`src/rtl/dgt_pack.sv`:
```
// Serial BCD digit packer: accumulates MSD-first digits into a signed result
// and holds it with a valid/ready handshake until the consumer takes it.
module dgt_pack #(
    parameter int MAX_DIGITS = 3
) (
    input  logic        clk,
    input  logic        rst_n,
    input  logic        clear,
    input  logic        in_valid,
    output logic        in_ready,
    input  logic [3:0]  in_digit,
    input  logic        in_neg,
    input  logic        in_last,
    output logic        out_valid,
    input  logic        out_ready,
    output logic [10:0] out_value,
    output logic        out_err,
    output logic        busy
);

    localparam int CW = $clog2(MAX_DIGITS + 1);

    typedef enum logic [1:0] {
        S_IDLE  = 2'd0,
        S_ACCUM = 2'd1,
        S_DONE  = 2'd2
    } state_t;

    state_t          r_state;
    state_t          w_state_nxt;
    logic [9:0]      r_acc;
    logic [9:0]      w_acc_nxt;
    logic [CW-1:0]   r_cnt;
    logic [CW-1:0]   w_cnt_nxt;
    logic            r_err;
    logic            w_err_nxt;
    logic            r_neg;
    logic            w_neg_nxt;
    logic [9:0]      w_base;
    logic [13:0]     w_sum;
    logic            w_bad_digit;

    logic            r_in_ready;
    logic            r_out_valid;
    logic [10:0]     r_out_value;
    logic            r_out_err;
    logic            r_busy;

    // Errored results report the saturated magnitude; negative zero folds to 0.
    function automatic logic [10:0] f_result(input logic [9:0] acc,
                                             input logic       neg,
                                             input logic       err);
        if (err) begin
            return 11'd999;
        end else if (neg) begin
            return 11'd0 - {1'b0, acc};
        end else begin
            return {1'b0, acc};
        end
    endfunction

    assign w_bad_digit = (in_digit > 4'd9);
    assign w_base      = (r_state == S_IDLE) ? 10'd0 : r_acc;
    assign w_sum       = ({4'd0, w_base} * 14'd10)
                       + (w_bad_digit ? 14'd0 : {10'd0, in_digit});

    // Next-state and datapath update; clear overrides every other action.
    always_comb begin
        w_state_nxt = r_state;
        w_acc_nxt   = r_acc;
        w_cnt_nxt   = r_cnt;
        w_err_nxt   = r_err;
        w_neg_nxt   = r_neg;
        if (clear) begin
            w_state_nxt = S_IDLE;
            w_acc_nxt   = 10'd0;
            w_cnt_nxt   = {CW{1'b0}};
            w_err_nxt   = 1'b0;
            w_neg_nxt   = 1'b0;
        end else begin
            case (r_state)
                S_IDLE, S_ACCUM: begin
                    if (in_valid) begin
                        if (r_state == S_IDLE) begin
                            w_neg_nxt = in_neg;
                        end else begin
                            w_neg_nxt = r_neg;
                        end
                        if (r_cnt == CW'(MAX_DIGITS)) begin
                            w_err_nxt = 1'b1;
                        end else begin
                            w_cnt_nxt = r_cnt + {{(CW-1){1'b0}}, 1'b1};
                            if (w_bad_digit || (w_sum > 14'd999)) begin
                                w_err_nxt = 1'b1;
                            end else begin
                                w_err_nxt = r_err;
                            end
                            if (w_sum > 14'd999) begin
                                w_acc_nxt = r_acc;
                            end else begin
                                w_acc_nxt = w_sum[9:0];
                            end
                        end
                        w_state_nxt = in_last ? S_DONE : S_ACCUM;
                    end else begin
                        w_state_nxt = r_state;
                    end
                end
                S_DONE: begin
                    if (out_ready) begin
                        w_state_nxt = S_IDLE;
                        w_acc_nxt   = 10'd0;
                        w_cnt_nxt   = {CW{1'b0}};
                        w_err_nxt   = 1'b0;
                        w_neg_nxt   = 1'b0;
                    end else begin
                        w_state_nxt = S_DONE;
                    end
                end
                default: begin
                    w_state_nxt = S_IDLE;
                    w_acc_nxt   = 10'd0;
                    w_cnt_nxt   = {CW{1'b0}};
                    w_err_nxt   = 1'b0;
                    w_neg_nxt   = 1'b0;
                end
            endcase
        end
    end

    // State and datapath registers.
    always_ff @(posedge clk or negedge rst_n) begin
        if (!rst_n) begin
            r_state <= S_IDLE;
            r_acc   <= 10'd0;
            r_cnt   <= {CW{1'b0}};
            r_err   <= 1'b0;
            r_neg   <= 1'b0;
        end else begin
            r_state <= w_state_nxt;
            r_acc   <= w_acc_nxt;
            r_cnt   <= w_cnt_nxt;
            r_err   <= w_err_nxt;
            r_neg   <= w_neg_nxt;
        end
    end

    // Outputs are registered from the next-state view so they track the state flops.
    always_ff @(posedge clk or negedge rst_n) begin
        if (!rst_n) begin
            r_in_ready  <= 1'b1;
            r_out_valid <= 1'b0;
            r_out_value <= 11'd0;
            r_out_err   <= 1'b0;
            r_busy      <= 1'b0;
        end else begin
            r_in_ready  <= (w_state_nxt != S_DONE);
            r_out_valid <= (w_state_nxt == S_DONE);
            r_out_value <= (w_state_nxt == S_DONE) ? f_result(w_acc_nxt, w_neg_nxt, w_err_nxt) : 11'd0;
            r_out_err   <= (w_state_nxt == S_DONE) ? w_err_nxt : 1'b0;
            r_busy      <= (w_state_nxt != S_IDLE);
        end
    end

    assign in_ready  = r_in_ready;
    assign out_valid = r_out_valid;
    assign out_value = r_out_value;
    assign out_err   = r_out_err;
    assign busy      = r_busy;

endmodule
```
`config.mk`:
```
export PLATFORM = sky130hd
export DESIGN_NAME = dgt_pack
export DESIGN_NICKNAME = d
export VERILOG_FILES = /design/src/rtl/dgt_pack.sv
export SDC_FILE = /design/constraint.sdc
export NUM_CORES = 1
export LEC_CHECK = 0
export BUFFER_PORTS_ARGS = -buffer_cell sky130_fd_sc_hd__clkbuf_2
export CAP_MARGIN = 20
export CORE_MARGIN = 1.5
export CORE_UTILIZATION = 35
export CTS_CLUSTER_DIAMETER = 60
export CTS_CLUSTER_SIZE = 8
export DETAILED_ROUTE_END_ITERATION = 12
export PLACE_DENSITY_LB_ADDON = 0.25
export SLEW_MARGIN = 5
export SYNTH_ARGS = -nofsm -noshare
export SYNTH_HDL_FRONTEND = slang
export SYNTH_SLANG_ARGS = --single-unit
```
`constraint.sdc`:
```
create_clock -name clk -period 6.72 [get_ports clk]
set_clock_uncertainty 0.1 [all_clocks]
set_input_delay 0.336 -clock clk [delete_from_list [all_inputs] [get_ports clk]]
set_output_delay 0.336 -clock clk [all_outputs]
set_load 0.005 [all_outputs]
```
## Word level (Yosys, flattened, before mapping)

Index checks and enable logic that the tools add are counted.

- Bits in registers: 31
- Input bits: 11
- Output and inout port bits: 15
- Logic and storage cells: 62

- $add $sub $neg: 3
- Multiply operators: 1
- $lt $le $gt $ge: 2
- Equal/unequal tests: 8
- Mux-type cells: 33
- Reduce and logical (&&, ||, !) cells: 5

Operators by type and width:

| kind | number |
|---|---|
| $mux W10 | 6 |
| $mux W11 | 3 |
| $pmux W10 S2 | 1 |
| $mux W2 | 8 |
| $add A14 B4 Y14 | 1 |
| $gt A14 B10 Y1 const B | 1 |
| $mul A10 B3 Y13 const B | 1 |
| $sub A1 B10 Y11 const A | 1 |
| $mux W1 | 10 |
| $ne A3 B3 Y1 const B | 3 |
| $pmux W2 S2 | 2 |
| $eq A2 B2 Y1 const B | 3 |
| $gt A4 B4 Y1 const B | 1 |
| $mux W4 | 1 |
| $pmux W1 S2 | 2 |
| $reduce_and A3 Y1 | 1 |
| $add A2 B1 Y2 const B | 1 |
| $eq A2 B1 Y1 const B | 1 |
| $logic_not A2 Y1 | 1 |
| $ne A2 B2 Y1 const B | 1 |
| $reduce_bool A2 Y1 | 1 |
| $reduce_or A2 Y1 | 1 |
| $logic_or A1 B1 Y1 | 1 |

## Longest topological paths before layout

Gate-level depths: netlist of the first run.

- Depth in word-level cells: 14
- Gate-level depth with buffers: 21
- Gate-level depth less buffers: 19

## Worst setup path before layout of the first run

Ideal clock, no wire load.

- Kind: register to register
- Start point: reg r_state[0]
- End point: reg r_out_value[8] (netlist: out_value[8])
- Library setup time: 122 ps
- Arrival time: 4885 ps
- Required time: 6498 ps
- Slack: 1613 ps
- Cell stages (with the launch flop): 20
- Buffers on the path: 2
- Period minus slack after synthesis: 5107 ps
- Cell sequence: dfrtp_1 -> buf_4 -> or2_1 -> clkbuf_1 -> and2_1 -> ha_1 -> ha_1 -> or2_1 -> a41o_4 -> xnor2_1 -> o41a_1 -> nor4b_4 -> and2_1 -> o21ai_2 -> a22oi_1 -> ha_1 -> o21ai_0 -> a211oi_1 -> nor4b_1 -> a2111oi_1

- Word-level cells in the longest chain between the ends: 14
- Elaborated cells between the ends (all ways): 31
- Classes of those cells: add/sub (2); mul (1); order compare (1); eq/ne (3); mux (21); reduce/logical (3)

Ends and longest elaborated chain:

| what | RTL line | RTL |
|---|---|---|
| start, declared | 29 | `state_t r_state;` |
| start signal, assigned | 140 | `r_state <= w_state_nxt;` |
| $logic_not A2 Y1 | 63, 81, 84 |  |
| $mux W10 | 63 | `assign w_base = (r_state == S_IDLE) ? 10'd0 : r_acc;` |
| $mul A10 B3 Y13 | 64 | `assign w_sum = ({4'd0, w_base} * 14'd10)` |
| $add A14 B4 Y14 | 65 | `+ (w_bad_digit ? 14'd0 : {10'd0, in_digit});` |
| $gt A14 B10 Y1 | 93, 98 |  |
| $mux W10 | 98 | `if (w_sum > 14'd999) begin` |
| $mux W10 | 89 | `if (r_cnt == CW'(MAX_DIGITS)) begin` |
| $mux W10 | 83 | `if (in_valid) begin` |
| $pmux W10 S2 | 81 | `case (r_state)` |
| $mux W10 | 74 | `if (clear) begin` |
| $sub A1 B10 Y11 | 56 | `return 11'd0 - {1'b0, acc};` |
| $mux W11 | 55 | `end else if (neg) begin` |
| $mux W11 | 53 | `if (err) begin` |
| $mux W11 * | 159 | `r_out_value <= (w_state_nxt == S_DONE) ? f_result(w_acc_nxt, w_neg_nxt, w_err_nxt) : 11'd0;` |
| end signal, assigned | 159 |  |
| end, declared | 45 | `logic [10:0] r_out_value;` |

Mark *: on every way between the ends. The rest lies on a longest branch, timed or not.
A chain may end at the register's enable or synchronous reset.

## Worst setup path in the final report of the first run

- Start point: reg r_state[1]
- End point: reg r_out_value[8] (netlist: out_value[8])

Same word-level chain as after synthesis.

==> reports/metrics.yaml, run 1 <==
status: "finished clean"
clkLatencyLatePin_ns: 0.29
cts_setup_buffers: 0
antenna_left: 0
gp_congestion: 0.927
rsz0062_at_grt: "false"
cts_max_level: 2
cts_hold_buf: 0
grt_pass1_vias: 2553
avgSynthCellArea_um2: 8.56
max_stage_delay_ns: 0.58
die_area_um2: 8690
cp.required_ns: 6.78
avgViaCountPerCell: 5.71
power_density_nw_per_um2: 151
num_vias: 2582
cellLeakagePower_nw: 1.44
drtIter0Drc: 186
setup_viol: 0
grt_max_degree: 32
wl_um: 7650
globalRouteTotalUtil_pct: 18.6
cpMostUsedCell: "ha_1"
final_util_pct: 40.4
root_buffer: "clkbuf_8"
nets: 376
rows: 32
chipHeight_um: 93.2
cp_max_fo: 13
cts_sinks: 31
cts_made_buffers: 5
rrSetupSlack_ns: 0.90
synthCells: 333
ir_drop_v: 0.000119
core_area_um2: 7810
areaGrowthSynthToFinish_pct: 10.6
cp.arrival_ns: 5.87
syn-num-nets: 360
start_kind: "flip-flop"
drc: 0
grt_pass1_wl_um: 12600
drive_gt1_share_pct: 15.4
antenna_found_initial: 0
cap_violations: 0
dp_hpwl_um: 5900
antennaDiodeCount: 0
synth_ff_type: "dfrtp_1"
slew_headroom_pct: 49.1
filler_cell_count: 817
fp.dieW_um: 93.2
fin_ws_ns: 0.903
cts-resized-gates: 0
path_clk_slew_ns: 0.07
cts_buffer_depth: 2
r2r_cells: 19
avgRoutedWirePerCell_um: 16.9
start_util_pct: 36.5
hold_viol: 0
yosys_warnings: 0
dp_worst_setup_slack_ns: 1.05
async_flop_share_pct: 100
netlist_area_um2: 2850
crit_type: "flip-flop to flip-flop"
slowest_stage: "dfrtp_1"
finalPower_mw: 0.476
reg2reg_to: "out_value[8]"
final.setup.tns_ns: 0
synth_edf_count: 0
hp-class: "input pin to async pin"
cts_tree: "built"
tightestPinTransition_ns: 0.763
seq_area_frac_synth_pct: 27.3
regToRegStartpoint: "r_state[1]"
report.final.slew_viol_count: 0
end_kind: "flip-flop"
fin_crit_sh_pct: 86.6
dr.pass1.iters: 5
synth-seq-cells: 31
path_cells: "or2_1, and3_1, ha_1, inv_1, fa_1, nand2b_1, a21oi_1, xor2_1, nand3_1, o41a_1, nor4b_4, and2_1, o21ai_2, a22oi_1, ha_1, o21ai_0, a211oi_1, nor4b_1, a2111oi_1"
synth_cell_types: 70
overflow: 0
io_buffer_count: 25
io_pins: 26
fin_crit_ns: 5.82
timing.fmax_mhz: 172
## final cells by class
class	count	area [um^2]	share of cell area [%]
Tap cell	102	128	4.05
Clock inverter	2	35.0	1.11
Timing Repair Buffer	26	133	4.21
Clock buffer	6	82.6	2.62
Inverter	16	60.1	1.91
Multi-Input combinational cell	269	1940	61.4
Sequential cell	31	777	24.7
## registers in the layout (all words and copies together) (netlist names)
| signal | flops |
|---|---|
| r_cnt | 2 |
| in_ready | 1 |
| r_acc | 10 |
| r_err | 1 |
| out_err | 1 |
| busy | 1 |
| r_neg | 1 |
| out_valid | 1 |
| out_value | 11 |
| r_state | 2 |
## critical path: cells and delay by family, from the launching register on
| kind | cells | cell delay (ns) |
|---|---|---|
| AO/OA/AOI/OAI | 7 | 2.12 |
| buffers and inverters | 1 | 0.06 |
| XOR/XNOR | 1 | 0.29 |
| adder cells (fa/ha/maj) | 3 | 0.84 |
| AND/OR/NAND/NOR | 7 | 1.70 |
| flip-flops | 1 | 0.58 |
## where the power goes
group / switching, mW / internal (mW)
registers: 0.00810 / 0.194
logic: 0.0534 / 0.0307
clock network: 0.0703 / 0.120
total: 0.132 / 0.344
## Yosys cell counts, types with 2 or more instances
library cell | instances | area (um^2)
nor2_1 | 35 | 131
a22oi_1 | 8 | 60.1
o211ai_1 | 2 | 15.0
nor3b_1 | 2 | 15.0
nand2_1 | 20 | 75.1
ha_1 | 15 | 188
a31oi_1 | 5 | 31.3
nor2b_1 | 4 | 25.0
or3_1 | 3 | 18.8
mux2_1 | 2 | 22.5
or2_1 | 2 | 12.5
a221oi_1 | 2 | 17.5
and3_1 | 8 | 50.1
a221o_1 | 2 | 20.0
nand3_1 | 6 | 30.0
nor4b_1 | 2 | 17.5
inv_1 | 15 | 56.3
a211o_1 | 2 | 17.5
a21o_1 | 5 | 37.5
a21oi_1 | 18 | 90.1
o21ai_0 | 13 | 65.1
and2_1 | 12 | 75.1
xor2_1 | 6 | 52.6
a22o_1 | 5 | 43.8
mux2i_1 | 5 | 50.1
dfrtp_1 | 30 | 751
a2bb2oi_1 | 2 | 17.5
a21boi_0 | 3 | 22.5
a211oi_1 | 11 | 82.6
nand2b_1 | 5 | 31.3
o21ai_1 | 2 | 10.0
o21a_1 | 2 | 15.0
mux2_2 | 2 | 22.5
a31o_2 | 3 | 26.3
nand4_1 | 5 | 31.3
a32o_1 | 2 | 20.0
clkbuf_1 | 14 | 52.6
xnor2_1 | 18 | 158
nor3_1 | 4 | 20.0
## metal layers
layer / wire length [um] / track usage [%]
met4: 129 / 4.92
met1: 3600 / 25.7
met3: 470 / 5.04
met5: 0 / 0
met2: 3460 / 28.3
## through the flow
step	hold WS [ns]	cell area, um^2	cells
floorplan	-0.0596	2850	333
global placement	0.332	3030	444
detailed placement	0.340	3030	444
CTS	0.0274	3150	452
global route	0.0641	3150	452
finish	0.00545	3150	452
## logic make-up (layout without fill, tap and decap cells)
kind of cell / after synthesis / in the layout / share of synthesized area (%)
compound gates: 103 / 103 / 27.6
xor+xnor: 25 / 25 / 7.95
fa+ha+maj: 16 / 16 / 7.29
buf+inv: 33 / 50 / 4.79
flops: 31 / 31 / 27.3
mux: 10 / 10 / 3.86
simple gates: 115 / 115 / 21.3
## placed cells by master (no fill, tap or decap), drive strengths merged, types with 6 or more instances in the layout
cell	n
a211oi	12
a21oi	18
a22oi	8
a31oi	6
and2	12
and3	8
clkbuf	31
dfrtp	30
ha	15
inv	16
nand2	21
nand3	7
nor2	35
o21ai	16
xnor2	18
xor2	7
## worst max path at each step
stage / start / to / depth (start not counted) / slack, ns
6_report: r_state[1] / out_value[8] / 19 / 0.90
5_1_grt: r_state[1] / out_value[8] / 19 / 0.38
4_1_cts: r_state[1] / out_value[8] / 19 / 1.00
3_5_place_dp: r_state[1] / out_value[8] / 19 / 1.05
3_3_place_gp: r_state[1] / out_value[6] / 19 / 1.21
2_1_floorplan: r_state[0] / out_value[8] / 19 / 1.61
No activity file was read; power rests on OpenSTA's default activity.
==> run 2: changes to the inputs <==
--- a/config.mk
+++ b/config.mk
@@ -5,6 +5,7 @@
 export SDC_FILE = /design/constraint.sdc
 export NUM_CORES = 1
 export LEC_CHECK = 0
+export ABC_AREA = 1
 export BUFFER_PORTS_ARGS = -buffer_cell sky130_fd_sc_hd__clkbuf_2
 export CAP_MARGIN = 20
 export CORE_MARGIN = 1.5
==> reports/metrics.yaml, run 2 <==
hp-class: "input pin to async pin"
cts_setup_buffers: 0
rrSetupSlack_ns: 1.64
synth_adder_area_share_pct: 7.48
dp_hpwl_um: 5550
netlist_area_um2: 2780
cts_buffer_depth: 2
avgSynthCellArea_um2: 6.17
synth_ff_type: "dfrtp_1"
cts_sinks: 31
yosysTopAreaCell: "dfrtp_1"
rows: 32
reg2reg_to: "out_value[8]"
largest_register_ffs: 11
cp.arrival_ns: 5.15
power_density_nw_per_um2: 172
cellLeakagePower_nw: 1.84
crit_type: "flip-flop to flip-flop"
io_buffer_count: 25
layout_commonest_cell: "nand2_1"
synth_common_cells: "nand2_1 (137), inv_1 (75), nand3_1 (55)"
syn-num-nets: 477
io_pins: 26
fin_hold_ws_ns: 0.0195
final.setup.tns_ns: 0
r2r_cells: 30
synth_top_family_by_area: "simple AND/OR/NAND/NOR gates"
drtIter0Drc: 173
filler_cell_count: 859
avgRoutedWirePerCell_um: 11.8
gp_congestion: 0.890
start_kind: "flip-flop"
synth_xor_area_share_pct: 0.631
cts_hold_buf: 0
max_stage_delay_ns: 0.48
cts-resized-gates: 0
p_clk_share_pct: 26.1
cp_max_fo: 11
globalRouteTotalUtil_pct: 17.4
grt_pass1_vias: 2685
antennaDiodeCount: 0
start_util_pct: 36.1
finalPower_mw: 0.528
die_area_um2: 8480
ir_drop_v: 0.000147
synth_top_cell_area_share_pct: 27.0
areaGrowthSynthToFinish_pct: 10.2
cts_tree: "built"
seq_area_frac_synth_pct: 28.0
num_vias: 2778
avgViaCountPerCell: 4.81
synth_mux_area_share_pct: 0
timing.fmax_mhz: 197
report.final.slew_viol_count: 0
setup_viol: 0
status: "finished clean"
slowest_stage: "fa_1"
cts_max_level: 2
synth_edf_count: 0
crit_path_start: "r_state[1]"
final_cell_mix: "nand2_1 (137), inv_1 (75), nand3_1 (55)"
synth-seq-cells: 31
switching_share_pct: 37.4
drc: 0
netlist_top_cells_area: "dfrtp_1 (27%), nand2_1 (19%), inv_1 (10%), nand3_1 (9.9%), ha_1 (6.8%)"
fin_crit_ns: 5.08
fin_crit_sh_pct: 75.6
antenna_found_initial: 0
nets: 502
hold_viol: 0
root_buffer: "clkbuf_8"
end_kind: "flip-flop"
regToRegStartpoint: "r_state[1]"
synth_cell_types: 33
path_clk_slew_ns: 0.06
synthMostInstantiatedCell: "nand2_1"
cts_made_buffers: 5
tightestPinTransition_ns: 0.908
dp_worst_setup_slack_ns: 1.62
clkLatencyLatePin_ns: 0.28
chipHeight_um: 92.1
async_flop_share_pct: 100
endpoint: "out_value[8]"
cap_violations: 0
synth_compound_area_share_pct: 6.94
core_area_um2: 7690
slew_headroom_pct: 39.2
dr.pass1.iters: 4
cpMostUsedCell: "nand2_1"
synth-simple-area-share_pct: 44.5
antenna_left: 0
seq_power_share_pct: 39.9
power.internal_mw: 0.331
fp.dieW_um: 92.1
fin_ws_ns: 1.64
synthCells: 450
wl_um: 6800
cp.required_ns: 6.78
grt_pass1_wl_um: 12100
yosys_warnings: 0
drive_gt1_share_pct: 12.2
grt_max_degree: 32
rsz0062_at_grt: "false"
combPwrFrac_pct: 34.0
overflow: 0
final_util_pct: 39.8
power_switching_mw: 0.197
==> run 2: cell count changes after synthesis, sizes merged, moves of 8 or more <==
cell,change
and3,-8
nand3,+50
a22oi,-8
nor2,+20
inv,+63
clkbuf,-14
xnor2,-17
a211oi,-12
and2,-10
nand2,+128
a21oi,-9
==> run 2: worst min path at each step <==
| stage | from | to | slack, ns |
|---|---|---|---|
| 6_report | rst_n | out_value[10] | 0.02 |
| 5_1_grt | rst_n | out_value[8] | 0.09 |
| 4_1_cts | rst_n | out_value[10] | 0.04 |
| 3_5_place_dp | rst_n | out_value[10] | 0.34 |
| 3_3_place_gp | rst_n | out_value[10] | 0.34 |
| 2_1_floorplan | rst_n | busy | -0.06 |
==> run 2: metrics by stage <==
| step | cell area (um^2) | instances |
|---|---|---|
| final | 3060 | 578 |
| after global routing | 3060 | 578 |
| after CTS | 3060 | 578 |
| after detailed placement | 2980 | 570 |
| after global placement | 2980 | 570 |
| after floorplan | 2780 | 450 |
==> run 2: worst max-delay path, delay by kind of cell (launching register included) <==
kind / cells / cell delay [ns]
adder cells (fa/ha/maj): 3 / 0.96
flip-flops: 1 / 0.45
buffers and inverters: 4 / 0.30
AND/OR/NAND/NOR: 23 / 3.17
==> run 2: cell type report <==
cell class	instances	area (um^2)	share of cell area [%]
sequential	31	777	25.4
tap	102	128	4.17
multi-input combinational	333	1650	54.0
inverter	79	297	9.69
clock buffer	7	76.3	2.49
timing repair buffer	25	125	4.09
clock inverter	1	5.00	0.164
==> run 2: routing by layer <==
metal | global-route usage (%) | wire length (um) | up-vias
li1 | - | - | 1464
met1 | 23.0 | 3330 | 1266
met2 | 30.6 | 3240 | 44
met5 | 0 | 0 | -
met4 | 4.10 | 40 | 0
met3 | 1.74 | 192 | 4
==> run 2: logic make-up after synthesis <==
group | count (synthesis)
flip-flops | 31
XOR/XNOR | 2
AND/OR/NAND/NOR | 280
adder cells (fa/ha/maj) | 16
AO/OA/AOI/OAI | 35
buffers and inverters | 86
==> run 2: power by group through the flow <==
| stage | logic [mW] | clock network (mW) | registers [mW] |
|---|---|---|---|
| 2_1_floorplan | 0.137 | 0 | 0.212 |
| 3_3_place_gp | 0.178 | 0 | 0.213 |
| 3_5_place_dp | 0.178 | 0 | 0.214 |
| 4_1_cts | 0.179 | 0.143 | 0.211 |
| 5_1_grt | 0.207 | 0.151 | 0.212 |
| 6_report | 0.179 | 0.138 | 0.211 |
